--- src/rtl/blink_pkg.sv ---
// rtl/blink_pkg.sv - shared types and register addresses for the LED blink controller
package blink_pkg;

  typedef enum logic [1:0] {
    DISABLED  = 2'd0,
    ON_PHASE  = 2'd1,
    OFF_PHASE = 2'd2
  } blink_state_t;

  localparam logic [4:0] ADDR_CTRL        = 5'h00;
  localparam logic [4:0] ADDR_PERIOD_BASE = 5'h01;
  localparam logic [4:0] ADDR_SYNC        = 5'h1F;

endpackage

--- src/rtl/blink_channel.sv ---
// rtl/blink_channel.sv - per-LED phase FSM with a restartable half-period counter
module blink_channel
  import blink_pkg::*;
#(
  parameter int N = 27
) (
  input  logic         clk,
  input  logic         rst,
  input  logic         en,
  input  logic [N-1:0] period,
  input  logic         restart,
  output logic         led
);

  blink_state_t state_q;
  logic [N-1:0] cnt_q;
  logic         led_q;
  logic         last_cycle;

  // Full-width compare so the counter never runs past P-1.
  assign last_cycle = (cnt_q == period - N'(1));

  // Phase FSM: disable wins, then restart/start, then phase flip at the end of a half-period.
  always_ff @(posedge clk) begin
    if (rst) begin
      state_q <= DISABLED;
      cnt_q   <= '0;
      led_q   <= 1'b0;
    end else if (!en || period == '0) begin
      state_q <= DISABLED;
      cnt_q   <= '0;
      led_q   <= 1'b0;
    end else if (restart || state_q == DISABLED) begin
      state_q <= ON_PHASE;
      cnt_q   <= '0;
      led_q   <= 1'b1;
    end else if (last_cycle) begin
      cnt_q <= '0;
      if (state_q == ON_PHASE) begin
        state_q <= OFF_PHASE;
        led_q   <= 1'b0;
      end else begin
        state_q <= ON_PHASE;
        led_q   <= 1'b1;
      end
    end else begin
      cnt_q <= cnt_q + N'(1);
    end
  end

  assign led = led_q;

endmodule

--- src/rtl/led_blink_ctrl.sv ---
// rtl/led_blink_ctrl.sv - MMIO register file and per-LED blink channels; BLINK_PHASE_SYNC_EN adds the phase-sync write
module led_blink_ctrl
  import blink_pkg::*;
#(
  parameter int NCH = 4,
  parameter int N   = 27
) (
  input  logic           clk,
  input  logic           rst,
  input  logic           cs,
  input  logic           read,
  input  logic           write,
  input  logic [4:0]     addr,
  input  logic [31:0]    wr_data,
  output logic [31:0]    rd_data,
  output logic [NCH-1:0] led
);

  logic [NCH-1:0] ctrl_q, ctrl_d;
  logic [NCH-1:0] restart_q, restart_d;
  logic [N-1:0]   period_q [NCH];
  logic [N-1:0]   period_d [NCH];
  logic           wr_en;
  logic           rd_en;
  logic           sync_wr;
  logic           unused_wr_bits;

  assign wr_en = cs & write;
  assign rd_en = cs & read;

  // Only low bits of wr_data land in registers; the rest is deliberately dropped.
  assign unused_wr_bits = ^wr_data;

`ifdef BLINK_PHASE_SYNC_EN
  assign sync_wr = wr_en && (addr == ADDR_SYNC);
`else
  assign sync_wr = 1'b0;
`endif

  // Register-file next state; a PERIOD write also arms a one-shot restart for that channel.
  always_comb begin
    ctrl_d    = ctrl_q;
    restart_d = '0;
    for (int k = 0; k < NCH; k++) begin
      period_d[k] = period_q[k];
    end
    if (wr_en) begin
      if (addr == ADDR_CTRL) begin
        ctrl_d = wr_data[NCH-1:0];
      end
      for (int k = 0; k < NCH; k++) begin
        if (addr == ADDR_PERIOD_BASE + 5'(k)) begin
          period_d[k]  = wr_data[N-1:0];
          restart_d[k] = 1'b1;
        end
      end
    end
  end

  // Register file state.
  always_ff @(posedge clk) begin
    if (rst) begin
      ctrl_q    <= '0;
      restart_q <= '0;
      for (int k = 0; k < NCH; k++) begin
        period_q[k] <= '0;
      end
    end else begin
      ctrl_q    <= ctrl_d;
      restart_q <= restart_d;
      for (int k = 0; k < NCH; k++) begin
        period_q[k] <= period_d[k];
      end
    end
  end

  // Zero-latency read mux; SYNC is write-only and unmapped addresses read 0.
  always_comb begin
    rd_data = '0;
    if (rd_en) begin
      if (addr == ADDR_CTRL) begin
        rd_data[NCH-1:0] = ctrl_q;
      end else if (addr == ADDR_SYNC) begin
        rd_data = '0;
      end
      for (int k = 0; k < NCH; k++) begin
        if (addr == ADDR_PERIOD_BASE + 5'(k)) begin
          rd_data[N-1:0] = period_q[k];
        end
      end
    end
  end

  for (genvar g = 0; g < NCH; g++) begin : g_ch
    blink_channel #(
      .N(N)
    ) u_ch (
      .clk    (clk),
      .rst    (rst),
      .en     (ctrl_q[g]),
      .period (period_q[g]),
      .restart(restart_q[g] | sync_wr),
      .led    (led[g])
    );
  end

endmodule

--- config.mk ---
export PLATFORM = sky130hd
export DESIGN_NAME = led_blink_ctrl
export DESIGN_NICKNAME = d
export VERILOG_FILES = /design/src/rtl/blink_pkg.sv /design/src/rtl/blink_channel.sv /design/src/rtl/led_blink_ctrl.sv
export SDC_FILE = /design/constraint.sdc
export NUM_CORES = 1
export LEC_CHECK = 0
export ABC_AREA = 0
export BUFFER_PORTS_ARGS = -buffer_cell sky130_fd_sc_hd__buf_2
export CAP_MARGIN = 20
export CORE_MARGIN = 8
export CORE_UTILIZATION = 52
export CTS_CLUSTER_DIAMETER = 60
export CTS_CLUSTER_SIZE = 30
export DETAILED_ROUTE_END_ITERATION = 8
export PLACE_DENSITY = 0.79
export SLEW_MARGIN = 20
export SYNTH_ARGS = -nofsm -noshare
export SYNTH_HDL_FRONTEND = slang
export SYNTH_SLANG_ARGS = --single-unit
export TNS_END_PERCENT = 10
--- constraint.sdc ---
create_clock -name clk -period 8.3 [get_ports clk]
set_clock_uncertainty 0.15 [all_clocks]
set_input_delay 1.66 -clock clk [delete_from_list [all_inputs] [get_ports clk]]
set_output_delay 1.66 -clock clk [all_outputs]
set_load 0.02 [all_outputs]
* Word-level counts from Yosys, hierarchy flattened
Memory sizes are Yosys's and may differ from the RTL's. Index checks and enable logic that the tools add are counted.
Storage, ports and cells: register bits 128, bits in writable memories 108, input port bits 42, output and inout port bits 36, logic and storage cells 131, memories kept 1
Memory list:
- period_q | depth 4, width 27, rd ports 4, clocked after Yosys merged registers in 0, write ports 4, RTL line led_blink_ctrl.sv:21 | logic [N-1:0] period_q [NCH];
Operators by class: add/subtract/negate cells 8, eq/ne operators 12, multiplexer cells 46, bitwise logic cells 7, reduce and logical (&&, ||, !) cells 39
Operators with widths (number):
- $mux W27 | 13
- $add A27 B1 Y27 const B | 4
- $eq A27 B27 Y1 | 4
- $logic_not A27 Y1 | 4
- $mux W108 | 1
- $sub A27 B1 Y27 const B | 4
- $mux W1 | 27
- $reduce_or A4 Y1 | 4
- $reduce_or A3 Y1 | 4
- $eq A5 B2 Y1 const B | 2
- $reduce_or A2 Y1 | 5
- $eq A2 B1 Y1 const B | 4
- $logic_not A2 Y1 | 4
- $logic_or A1 B1 Y1 | 8
- $mux W2 | 4
- $reduce_bool A2 Y1 | 4
- $eq A5 B1 Y1 const B | 1
- $eq A5 B3 Y1 const B | 1
- $logic_not A5 Y1 | 1
- $logic_not A1 Y1 | 4
- $mux W4 | 1
- $or A1 B1 Y1 | 4
- $and A1 B1 Y1 | 2
- $reduce_and A2 Y1 | 1
- $not A1 Y1 | 1

* Longest topological paths before layout
depth in word-level cells 7, depth in mapped cells 13

* Cells and area by module
From an unflattened synthesis, not the netlist that was laid out.
Unflattened totals: cell total of the unflattened synthesis 1725, area, all modules 15427.3 um^2
By module, submodules not included:
- blink_channel at g_ch[0].u_ch ... | instances 3, cells an instance 287, area each 2486.1 um^2, seq. area each 580.6 um^2
- led_blink_ctrl | instances 1, cells an instance 567, area each 5667.9 um^2, seq. area each 2322.2 um^2
- blink_channel at g_ch[3].u_ch | instances 1, cells an instance 297, area each 2301.0 um^2, seq. area each 580.6 um^2

* Worst setup path after synthesis
No wires, ideal clock.
path kind input-to-output, start point input port addr[4], end point output port rd_data[8], arrival time 3253 ps, required time 6490 ps, path slack 3237 ps, stages 6, path buffers 1, path through nor4b_1 -> clkbuf_1 -> o21ai_0 -> a21oi_1 -> a21oi_1 -> nor2_1
On the way: longest elaborated chain between the ends 6
RTL lines:
- start: declaration | RTL line led_blink_ctrl.sv:13 | input logic [4:0] addr,
- $eq A5 B1 Y1 | RTL line led_blink_ctrl.sv:87 | if (addr == ADDR_PERIOD_BASE + 5'(k)) begin
- $mux W27 (3 in series) | RTL line led_blink_ctrl.sv:87
- $mux W27 * | RTL line led_blink_ctrl.sv:87
- $mux W27 * | RTL line led_blink_ctrl.sv:80 | if (rd_en) begin
- end: declaration | RTL line led_blink_ctrl.sv:15 | output logic [31:0] rd_data,
Every way passes the cells marked *; elsewhere a longest branch is shown, timed or not.

* Final worst setup path
start point input port addr[0], end point output port rd_data[9]
Same word-level chain as after synthesis.

==> results.toml <==
[yosys]
seq_area_frac_synth_pct = 34.1
ys.flop_type = "dfxtp_1"
yosysWarnings = 0
synthXorXnorAreaFrac_pct = 15.2
synthesis.area_sq_um = 13600
synth.distinct_cells = 76
avgSynthCellArea_sq_um = 7.58
synth_area_leaders = "dfxtp_1 34%, nand2_1 8.1%, xnor2_1 7.5%, xor2_1 7.5%, nor2_1 6.0%"
synthMuxAreaShare_pct = 2.32
synth_top_area_share_pct = 34.1
synth_top_family_by_area = "simple AND/OR/NAND/NOR gates"
synth_compound_area_share_pct = 13.5
synth_edf_count = 0
postSynth.asyncResetShare_pct = 0
synth_simple_gate_area_share_pct = 29.3
synth.largest_area_cell = "dfxtp_1"
syn_inst = 1796
synth_fa_ha_area_share_pct = 0.735
synth_seq_cells = 232

[setup_path]
arrival_ps = 4140
startpoint_type = "input pin"
crit_type = "in2out"
crit_path_max_fanout = 37
crit_required_ps = 6490
endpoint_kind = "output port"

[floorplan]
initial_core_util_pct = 52.6
num_io_pins = 78
chipWidth_um = 178
core_sq_um = 25900
dieArea_sq_um = 31600
rows = 59
dieHeight_um = 178

[clock_tree]
cts_setup_buffers = 0
cts_sinks = 232
clockBufferDepth = 3
tritoncts = "built"
htree_num_levels = 1
cts_buffers = 20
ctsRootBufferMaster = "clkbuf_16"
ctsHoldBuffers = 0
cts_resized = 0
clkTransAtPathRegs_ps = 80
worstSkewPairLatency_ps = 530

[routing]
vias = 12800
via_per_inst = 6.02
drc_errors = 1
drtPass1Iterations = 9
wirelength_um = 39400
dr.first_iter.drc_count = 1321
post_drt_wl_per_cell_um = 18.5
postRouteAntennaNets = 0

[timing]
drv_slew = 0
rsz0062_at_grt = "false"
fmax_mhz = 168
setup_tns_ps = 0
relSlewSlack_pct = 27.7
setup_viol = 0
worst_pin_slew_ps = 1080
fin_crit_ps = 5950
timing.final.crit_share_pct = 71.7
hold_viol_final = 0

[power]
switchingPower_w = 0.000568
p_int_w = 0.00168
vdd_drop_max_v = 0.000185
seq_power_share_pct = 49.7
swShare_pct = 25.2
power_density_nw_per_um2 = 153
p_leak_nw = 5.30
p_comb_share_pct = 4.9
p_clk_share_pct = 45.4

[final_layout]
final_cell_mix = "293 x nand2_1, 232 x dfxtp_1, 216 x nor2_1, 154 x a21oi_1"
drive_gt1_share_pct = 8.03
fill_cells = 2321
post-route-util_pct = 56.7
diodes = 0
areaGrowthSynthToFinish_pct = 7.81
nets = 1830
layout_commonest_cell = "nand2_1"

[status]
status = "finished with violations"
violations = "DRC"

[global_routing]
grt_usage_pct = 24.5
grt_pass1_vias = 12100
antenna_found_initial = 0
grt_pass1_wl_um = 63300
grt_max_degree = 81
grt-ovfl-total = 0

[run]
maxCapViolations = 0

[placed_design]
dp_hpwl_um = 29500
place_congestion = 0.937
numPortBuffers = 67

[min_path]
min_path_type = "reg2reg"
[layer usage]
metal	global-route usage, %	up-vias	wire length (um)
met2	38.8	526	17400
met3	3.40	131	3070
met4	14.7	0	2600
li1	-	6169	-
met1	31.4	5991	16400
met5	0	-	0
[through the flow]
step | cell area (sq um) | instances | power [W] | setup WS [ps] | hold slack (ps)
floorplan | 13600 | 1800 | 0.00121 | 3240 | 267
global placement | 14000 | 2093 | 0.00125 | 2560 | 282
CTS | 14700 | 2129 | 0.00226 | 2540 | 297
detailed placement | 14000 | 2093 | 0.00125 | 2540 | 290
finish | 14700 | 2129 | 0.00225 | 2350 | 292
global route | 14700 | 2129 | 0.00231 | 2230 | 320
[flip-flops by register name, summed over array words and instances, names as in the netlist]
| signal | flops |
|---|---|
| ctrl_q | 4 |
| g_ch.u_ch.led | 4 |
| period_q | 108 |
| restart_q | 4 |
| g_ch.u_ch.cnt_q | 108 |
| g_ch.u_ch.state_q | 4 |
[layout make-up]
| class | instances | area (sq um) | area share (%) |
|---|---|---|---|
| multi-input combinational | 1416 | 8370 | 57.0 |
| clock inverter | 13 | 176 | 1.20 |
| inverter | 36 | 135 | 0.920 |
| timing repair buffer | 74 | 390 | 2.66 |
| tap | 335 | 419 | 2.85 |
| clock buffer | 23 | 543 | 3.70 |
| sequential | 232 | 4640 | 31.6 |
[final timing paths]
check / cells past startpoint / start / slack, ps / end
max reg2reg: 8 / period_q[1][2] / 3910 / g_ch[1].u_ch.cnt_q[8]
max: 7 / addr[0] / 2350 / rd_data[9]
min: 1 / restart_q[0] / 290 / g_ch[0].u_ch.state_q[1]
min reg2reg: 1 / restart_q[0] / 290 / g_ch[0].u_ch.state_q[1]
[logic make-up after synthesis]
kind of cell	after synthesis
simple gates	840
compound gates	298
xor+xnor	235
flops	232
buf+inv	152
mux	30
fa+ha+maj	8
other cells	1
[power by group through the flow]
stage	combinational [W]	sequential, W	clock, W
global route	0.000116	0.00112	0.00108
finish	0.000109	0.00112	0.00102
floorplan	0.0000706	0.00114	0
global placement	0.000105	0.00115	0
CTS	0.000106	0.00112	0.00104
detailed placement	0.000106	0.00115	0
[critical path, cell delays in order]
cell and delay (ps):
buf_2 530, and3_1 980, nand2_1 180, a21oi_1 310, a21oi_1 90, nor2_1 170, buf_2 210
[synthesized netlist by cell type (8+ instances only)]
library cell / count
nand2_1: 293
dfxtp_1: 232
nor2_1: 216
a21oi_1: 154
xnor2_1: 117
xor2_1: 117
clkbuf_1: 87
nand3_1: 63
nor3_1: 45
o21ai_0: 42
nor4_1: 39
inv_1: 36
and3_1: 35
nand4_1: 26
or3_1: 24
or4_1: 23
mux2i_1: 17
nand2b_1: 15
mux2_2: 13
buf_4: 11
a211oi_1: 10
a222oi_1: 10
a22oi_1: 10
ha_1: 8
No activity file was read; power rests on OpenSTA's default activity.
